[src/rtl/uart_pi_pkg.sv]
// Shared definitions for the UART-to-processor-interface bridge:
// FSM state encodings, command byte field positions and the write ACK byte.
package uart_pi_pkg;

  typedef logic [2:0] state_t;

  localparam state_t ST_IDLE      = 3'd0;
  localparam state_t ST_WAIT_DATA = 3'd1;
  localparam state_t ST_WRITE     = 3'd2;
  localparam state_t ST_READ      = 3'd3;
  localparam state_t ST_SEND      = 3'd4;

  // Command byte layout: [7] write/read, [6:4] block index, [3:0] register address.
  localparam int CMD_WR_BIT   = 7;
  localparam int CMD_BLK_MSB  = 6;
  localparam int CMD_BLK_LSB  = 4;
  localparam int CMD_ADDR_MSB = 3;

  localparam logic [7:0] ACK_BYTE = 8'hA5;

endpackage

[src/rtl/pi_timeout_ctr.sv]
// Saturating cycle counter guarding the gap between a write command and its
// data byte. 'expired' is a registered one-cycle pulse issued on the cycle the
// count reaches TIMEOUT; it is not repeated while the count stays saturated.
module pi_timeout_ctr #(
  parameter int TIMEOUT = 1_000_000
) (
  input  logic clk,
  input  logic rst_n,
  input  logic clr,
  input  logic en,
  output logic expired
);

  localparam int CW = $clog2(TIMEOUT + 1);
  localparam logic [CW-1:0] LIMIT = CW'(TIMEOUT);
  localparam logic [CW-1:0] LAST  = CW'(TIMEOUT - 1);

  logic [CW-1:0] cnt_r;

  // Count enabled cycles up to LIMIT and flag the step that lands on it.
  always_ff @(posedge clk) begin
    if (!rst_n) begin
      cnt_r   <= '0;
      expired <= 1'b0;
    end else if (clr) begin
      cnt_r   <= '0;
      expired <= 1'b0;
    end else if (en) begin
      if (cnt_r != LIMIT) begin
        cnt_r <= cnt_r + CW'(1);
      end else begin
        cnt_r <= cnt_r;
      end
      expired <= (cnt_r == LAST);
    end else begin
      expired <= 1'b0;
    end
  end

endmodule

[src/rtl/uart_pi_bridge.sv]
// UART command bridge: decodes received command bytes into single-cycle pi
// read/write strobes with one-hot block select, returns read data (or a write
// ACK) to the UART transmitter, and reports dropped bytes and abandoned writes.
module uart_pi_bridge
  import uart_pi_pkg::*;
#(
  parameter int NUM_BLK = 8,
  parameter int TIMEOUT = 1_000_000,
  parameter int WR_ACK  = 1
) (
  input  logic                 clk,
  input  logic                 rst_n,
  input  logic [7:0]           rx_data,
  input  logic                 rx_valid,
  output logic [7:0]           tx_data,
  output logic                 tx_valid,
  input  logic                 tx_ready,
  output logic [NUM_BLK-1:0]   pi_blk_sel,
  output logic [3:0]           pi_addr,
  output logic                 pi_wr_en,
  output logic                 pi_rd_en,
  output logic [7:0]           pi_wr_data,
  input  logic [8*NUM_BLK-1:0] pi_rd_data_bus,
  output logic                 rx_drop,
  output logic                 timeout_err
);

  state_t     state_r;
  logic [2:0] blk_r;
  logic [3:0] addr_r;

  logic [2:0] cmd_blk_s;
  logic [3:0] cmd_addr_s;
  logic       tmo_clr_s;
  logic       tmo_en_s;
  logic [7:0] rd_slice_s;

  // One-hot select for a block index; unmapped indices give all-zero.
  function automatic logic [NUM_BLK-1:0] blk_onehot(input logic [2:0] idx);
    logic [NUM_BLK-1:0] oh;
    oh = '0;
    for (int k = 0; k < NUM_BLK; k++) begin
      if (idx == 3'(k)) begin
        oh[k] = 1'b1;
      end else begin
        oh[k] = 1'b0;
      end
    end
    return oh;
  endfunction

  // True when the block index addresses an existing slave.
  function automatic logic blk_mapped(input logic [2:0] idx);
    return ({1'b0, idx} < 4'(NUM_BLK));
  endfunction

  assign cmd_blk_s  = rx_data[CMD_BLK_MSB:CMD_BLK_LSB];
  assign cmd_addr_s = rx_data[CMD_ADDR_MSB:0];

  // The counter restarts on every accepted write command and only advances
  // while waiting with no byte arriving, so a data byte on the last allowed
  // cycle never coincides with a timeout pulse.
  assign tmo_clr_s = (state_r == ST_IDLE) && rx_valid && rx_data[CMD_WR_BIT];
  assign tmo_en_s  = (state_r == ST_WAIT_DATA) && !rx_valid;

  pi_timeout_ctr #(
    .TIMEOUT (TIMEOUT)
  ) u_timeout_ctr (
    .clk     (clk),
    .rst_n   (rst_n),
    .clr     (tmo_clr_s),
    .en      (tmo_en_s),
    .expired (timeout_err)
  );

  // Select the read-data slice of the latched block; unmapped blocks read 0x00.
  always_comb begin
    rd_slice_s = 8'h00;
    for (int k = 0; k < NUM_BLK; k++) begin
      if (blk_r == 3'(k)) begin
        rd_slice_s = pi_rd_data_bus[8*k +: 8];
      end else begin
        rd_slice_s = rd_slice_s;
      end
    end
  end

  // Command FSM with registered pi strobes, tx handshake and status pulses.
  always_ff @(posedge clk) begin
    if (!rst_n) begin
      state_r    <= ST_IDLE;
      blk_r      <= 3'd0;
      addr_r     <= 4'd0;
      tx_data    <= 8'h00;
      tx_valid   <= 1'b0;
      pi_blk_sel <= '0;
      pi_addr    <= 4'd0;
      pi_wr_en   <= 1'b0;
      pi_rd_en   <= 1'b0;
      pi_wr_data <= 8'h00;
      rx_drop    <= 1'b0;
    end else begin
      pi_wr_en   <= 1'b0;
      pi_rd_en   <= 1'b0;
      pi_blk_sel <= '0;
      rx_drop    <= 1'b0;
      case (state_r)
        ST_IDLE: begin
          if (rx_valid) begin
            blk_r  <= cmd_blk_s;
            addr_r <= cmd_addr_s;
            if (rx_data[CMD_WR_BIT]) begin
              state_r <= ST_WAIT_DATA;
            end else begin
              // Read strobe is launched here so it is live during READ.
              state_r <= ST_READ;
              if (blk_mapped(cmd_blk_s)) begin
                pi_rd_en   <= 1'b1;
                pi_blk_sel <= blk_onehot(cmd_blk_s);
                pi_addr    <= cmd_addr_s;
              end
            end
          end
        end
        ST_WAIT_DATA: begin
          if (timeout_err) begin
            // Abandon the write; a byte racing the timeout is discarded.
            state_r <= ST_IDLE;
            rx_drop <= rx_valid;
          end else if (rx_valid) begin
            state_r    <= ST_WRITE;
            pi_wr_data <= rx_data;
            if (blk_mapped(blk_r)) begin
              pi_wr_en   <= 1'b1;
              pi_blk_sel <= blk_onehot(blk_r);
              pi_addr    <= addr_r;
            end
          end
        end
        ST_WRITE: begin
          rx_drop <= rx_valid;
          if (WR_ACK != 0) begin
            tx_data  <= ACK_BYTE;
            tx_valid <= 1'b1;
            state_r  <= ST_SEND;
          end else begin
            state_r <= ST_IDLE;
          end
        end
        ST_READ: begin
          // Capture read data on the strobe edge; later slave changes are ignored.
          rx_drop  <= rx_valid;
          tx_data  <= rd_slice_s;
          tx_valid <= 1'b1;
          state_r  <= ST_SEND;
        end
        ST_SEND: begin
          rx_drop <= rx_valid;
          if (tx_ready) begin
            tx_valid <= 1'b0;
            state_r  <= ST_IDLE;
          end
        end
        default: begin
          tx_valid <= 1'b0;
          state_r  <= ST_IDLE;
        end
      endcase
    end
  end

endmodule

[config.mk]
export PLATFORM = sky130hd
export DESIGN_NAME = uart_pi_bridge
export DESIGN_NICKNAME = d
export VERILOG_FILES = /design/src/rtl/uart_pi_pkg.sv /design/src/rtl/pi_timeout_ctr.sv /design/src/rtl/uart_pi_bridge.sv
export SDC_FILE = /design/constraint.sdc
export NUM_CORES = 1
export LEC_CHECK = 0
export ABC_AREA = 1
export CAP_MARGIN = 30
export CORE_AREA = 2 2 90 92
export DETAILED_ROUTE_END_ITERATION = 8
export DIE_AREA = 0 0 92 94
export PLACE_DENSITY = 0.85
export RECOVER_POWER = 25
export SLEW_MARGIN = 25
export SYNTH_ARGS = -nofsm -noshare
export SYNTH_HDL_FRONTEND = slang
export SYNTH_SLANG_ARGS = --single-unit
[constraint.sdc]
create_clock -name clk -period 1.9 [get_ports clk]
set_input_delay 0.38 -clock clk [delete_from_list [all_inputs] [get_ports clk]]
set_output_delay 0.38 -clock clk [all_outputs]
set_load 0.1 [all_outputs]
==> impl_metrics.ini <==
[yosys]
syn_inst = 527
synthAdderAreaFrac = 0.007110
synth_top_family_by_area = simple AND/OR/NAND/NOR gates
synth.area.mux_share = 0
avgSynthCellArea_um2 = 6.679
netlist_area_um2 = 3520
syn-num-nets = 605
synth-edff-count = 0
synth-compound-area-share = 0.1433
synthXorXnorAreaFrac = 0.03235
yosysSeqAreaShare = 0.3583
synth-simple-area-share = 0.3587
ys_async_sr_fraction = 0
yosys_register_bits = 63
ys_warn_count = 0
synth_flop_cell = dfxtp_1
ys_types = 37

[floorplanning]
dieWidth_um = 92
row_count = 32
start_util = 0.4627
die_h_um = 94
fp.coreArea_um2 = 7607
die-area_um2 = 8648
io_pins = 109

[worst_setup_path]
crit_buf_inv = 0
r2r_setup_slack_ps = 270
crit_required_ps = 2170
crit_arrival_ps = 1900
crit_cells = 7
start_kind = flop
crit_type = flop to flop
reg2reg_to = u_timeout_ctr.cnt_r[12]
max_stage_delay_ps = 390
crit_path_max_fanout = 5
worst_path_max_delay_cell = nor2_1
worstPathCellList = ha_1 -> nand2_1 -> nor2_1 -> nand4_1 -> xor2_1 -> nand2_1 -> a21oi_1
crit_top_cell = nand2_1
endpoint_kind = flop
reg2reg_from = u_timeout_ctr.cnt_r[1]
r2r.worst_path.cells = 7
crit_family = simple AND/OR/NAND/NOR gates

[grt]
antenna_found_initial = 0
grt_start_max_net_pins = 30
grtUsageTotal = 0.2346
grt_pass1_wl_mm = 16.48
grt-ovfl-total = 0
grt_pass1_vias = 3668

[detailed_routing]
drcViolationCount = 0
drt-total-wl_mm = 10.06
routed_via_density = 5.212
ant_nets = 0
dr.pass1.iters = 5
drt_iter0_drc = 309
routedWlPerCell_um = 13.41
num_vias = 3909

[power]
max-vdd-ir-drop_uv = 552.9
p_per_area_nw_per_um2 = 756.1
leakagePower_nw = 1.938
fin_total_pwr_mw = 3.631

[clocking]
htreeDepth = 3
clk_latency_ps = 340
cts_made_buffers = 9
cts_resized = 0
clock_path_buffers = 2
postCtsSetupBuffers = 0
clkTransAtPathRegs_ps = 80
cts.hold.buffers_added = 0
cts_tree = yes
clkSinkCount = 63
root_buffer = clkbuf_8

[timing]
fin_tns_setup_ps = 0
fin_crit_sh = 0.8574
fmax_ghz = 0.6138
slew_headroom = 0.6132
report.final.slew_viol_count = 0
fin_crit_ps = 1629
setup_viol = 0
skew_ps = 8.871
worst_pin_slew_ps = 582.6
hold_violations = 0
grt_setup_unrepaired = no

[place]
gp_congestion = 0.9369
portBuffers = 108
place_hpwl_mm = 7.892

[final_layout]
multi_input_area_um2 = 1903
syn_to_final_growth_pct = 36.44
fill_cells = 678
diodes = 0
layout-drive-gt1-share = 0.1435
seq_area_um2 = 1261
nNetsFinal = 721

[hold_path]
holdPathStages = 2
hold_path_end = addr_r[3]
min-delay-start = addr_r[3]
min_path_type = flop to flop

[run_status]
run_status = completed

[run]
drv_cap = 0
## worst reg2reg max path, cell delays in order (launching register included)
cell,delay (ps)
dfxtp_1,370
ha_1,190
nand2_1,120
nor2_1,390
nand4_1,170
xor2_1,150
nand2_1,60
a21oi_1,120
## metal layers
metal | up-vias | routed length, um | part of all wire | track usage
met5 | - | 0 | 0 | 0
met4 | 0 | 288 | 0.029 | 0.09701
met3 | 30 | 628 | 0.062 | 0.04735
met2 | 169 | 5040 | 0.50 | 0.4087
met1 | 1763 | 4100 | 0.41 | 0.2828
li1 | 1947 | - | - | -
## state kept, by name, indices dropped and copies added, names as in the netlist
signal,cells
addr_r,4
blk_r,3
pi_addr,4
pi_blk_sel,8
pi_rd_en,1
pi_wr_data,8
pi_wr_en,1
rx_drop,1
state_r,3
tx_data,8
tx_valid,1
u_timeout_ctr.cnt_r,20
u_timeout_ctr.expired,1
## how the worst max path moves through the flow
stage	slack, ps	endpoint	startpoint
2_1_floorplan	10	pi_addr[0]	u_timeout_ctr.expired
3_3_place_gp	160	u_timeout_ctr.cnt_r[2]	rx_valid
3_5_place_dp	120	u_timeout_ctr.cnt_r[3]	rx_valid
4_1_cts	300	u_timeout_ctr.cnt_r[14]	u_timeout_ctr.cnt_r[0]
5_1_grt	120	u_timeout_ctr.cnt_r[12]	u_timeout_ctr.cnt_r[1]
6_report	270	u_timeout_ctr.cnt_r[12]	u_timeout_ctr.cnt_r[1]
## cell usage after synthesis, types with 8 or more instances
master,n,area share
inv_2,9,0.0096
dfxtp_1,63,0.36
nand2_1,127,0.14
o21ai_0,30,0.043
inv_1,49,0.052
nand4_1,24,0.043
xor2_1,11,0.027
nand3_1,24,0.034
a21oi_1,55,0.078
nor3_1,8,0.011
nor2_1,73,0.078
## power by group
part / switching, mW / total [mW] / internal (mW)
clock: 0.552 / 1.16 / 0.607
sequential: 0.0398 / 1.43 / 1.39
combinational: 0.706 / 1.04 / 0.338
## final cells by class
cell class,instances,share of cell area
Inverter,61,0.04820
Timing Repair Buffer,122,0.2254
Sequential cell,63,0.2626
Tap cell,102,0.02658
Clock inverter,7,0.01511
Clock buffer,9,0.02579
Multi-Input combinational cell,386,0.3963
## per-stage QoR
stage / setup WS, ps / hold slack, ps / util / cell area, um^2 / instances
2_1_floorplan: 14.24 / 424.5 / - / 3520 / 527
3_3_place_gp: 162.2 / 432.7 / 0.6151 / 4679 / 734
3_5_place_dp: 118.4 / 445.4 / 0.6151 / 4679 / 734
4_1_cts: 298.1 / 457.4 / 0.6410 / 4876 / 750
5_1_grt: 123.8 / 488.3 / 0.6313 / 4802 / 750
6_report: 270.9 / 456.0 / 0.6313 / 4802 / 750
## logic make-up (layout without fill, tap and decap cells)
group,Yosys count,after routing
xor gates and xnor gates,13,13
and+or+nand+nor,276,276
adders and majority gates,2,2
buffers and inverters,78,199
AOI/OAI and AO/OA,95,95
DFF,63,63
## placed cells by master (no fill, tap or decap), types with 3 or more instances in the layout
cell,count
a21oi_1,55
a21oi_2,3
buf_4,27
clkbuf_2,17
clkbuf_8,9
clkdlybuf4s50_1,74
dfxtp_1,63
inv_1,49
inv_2,9
nand2_1,127
nand2_2,3
nand3_1,24
nand4_1,24
nor2_1,74
nor3_1,8
nor3_2,5
o21ai_0,30
xor2_1,11
Power figures use the tool's default switching activity.
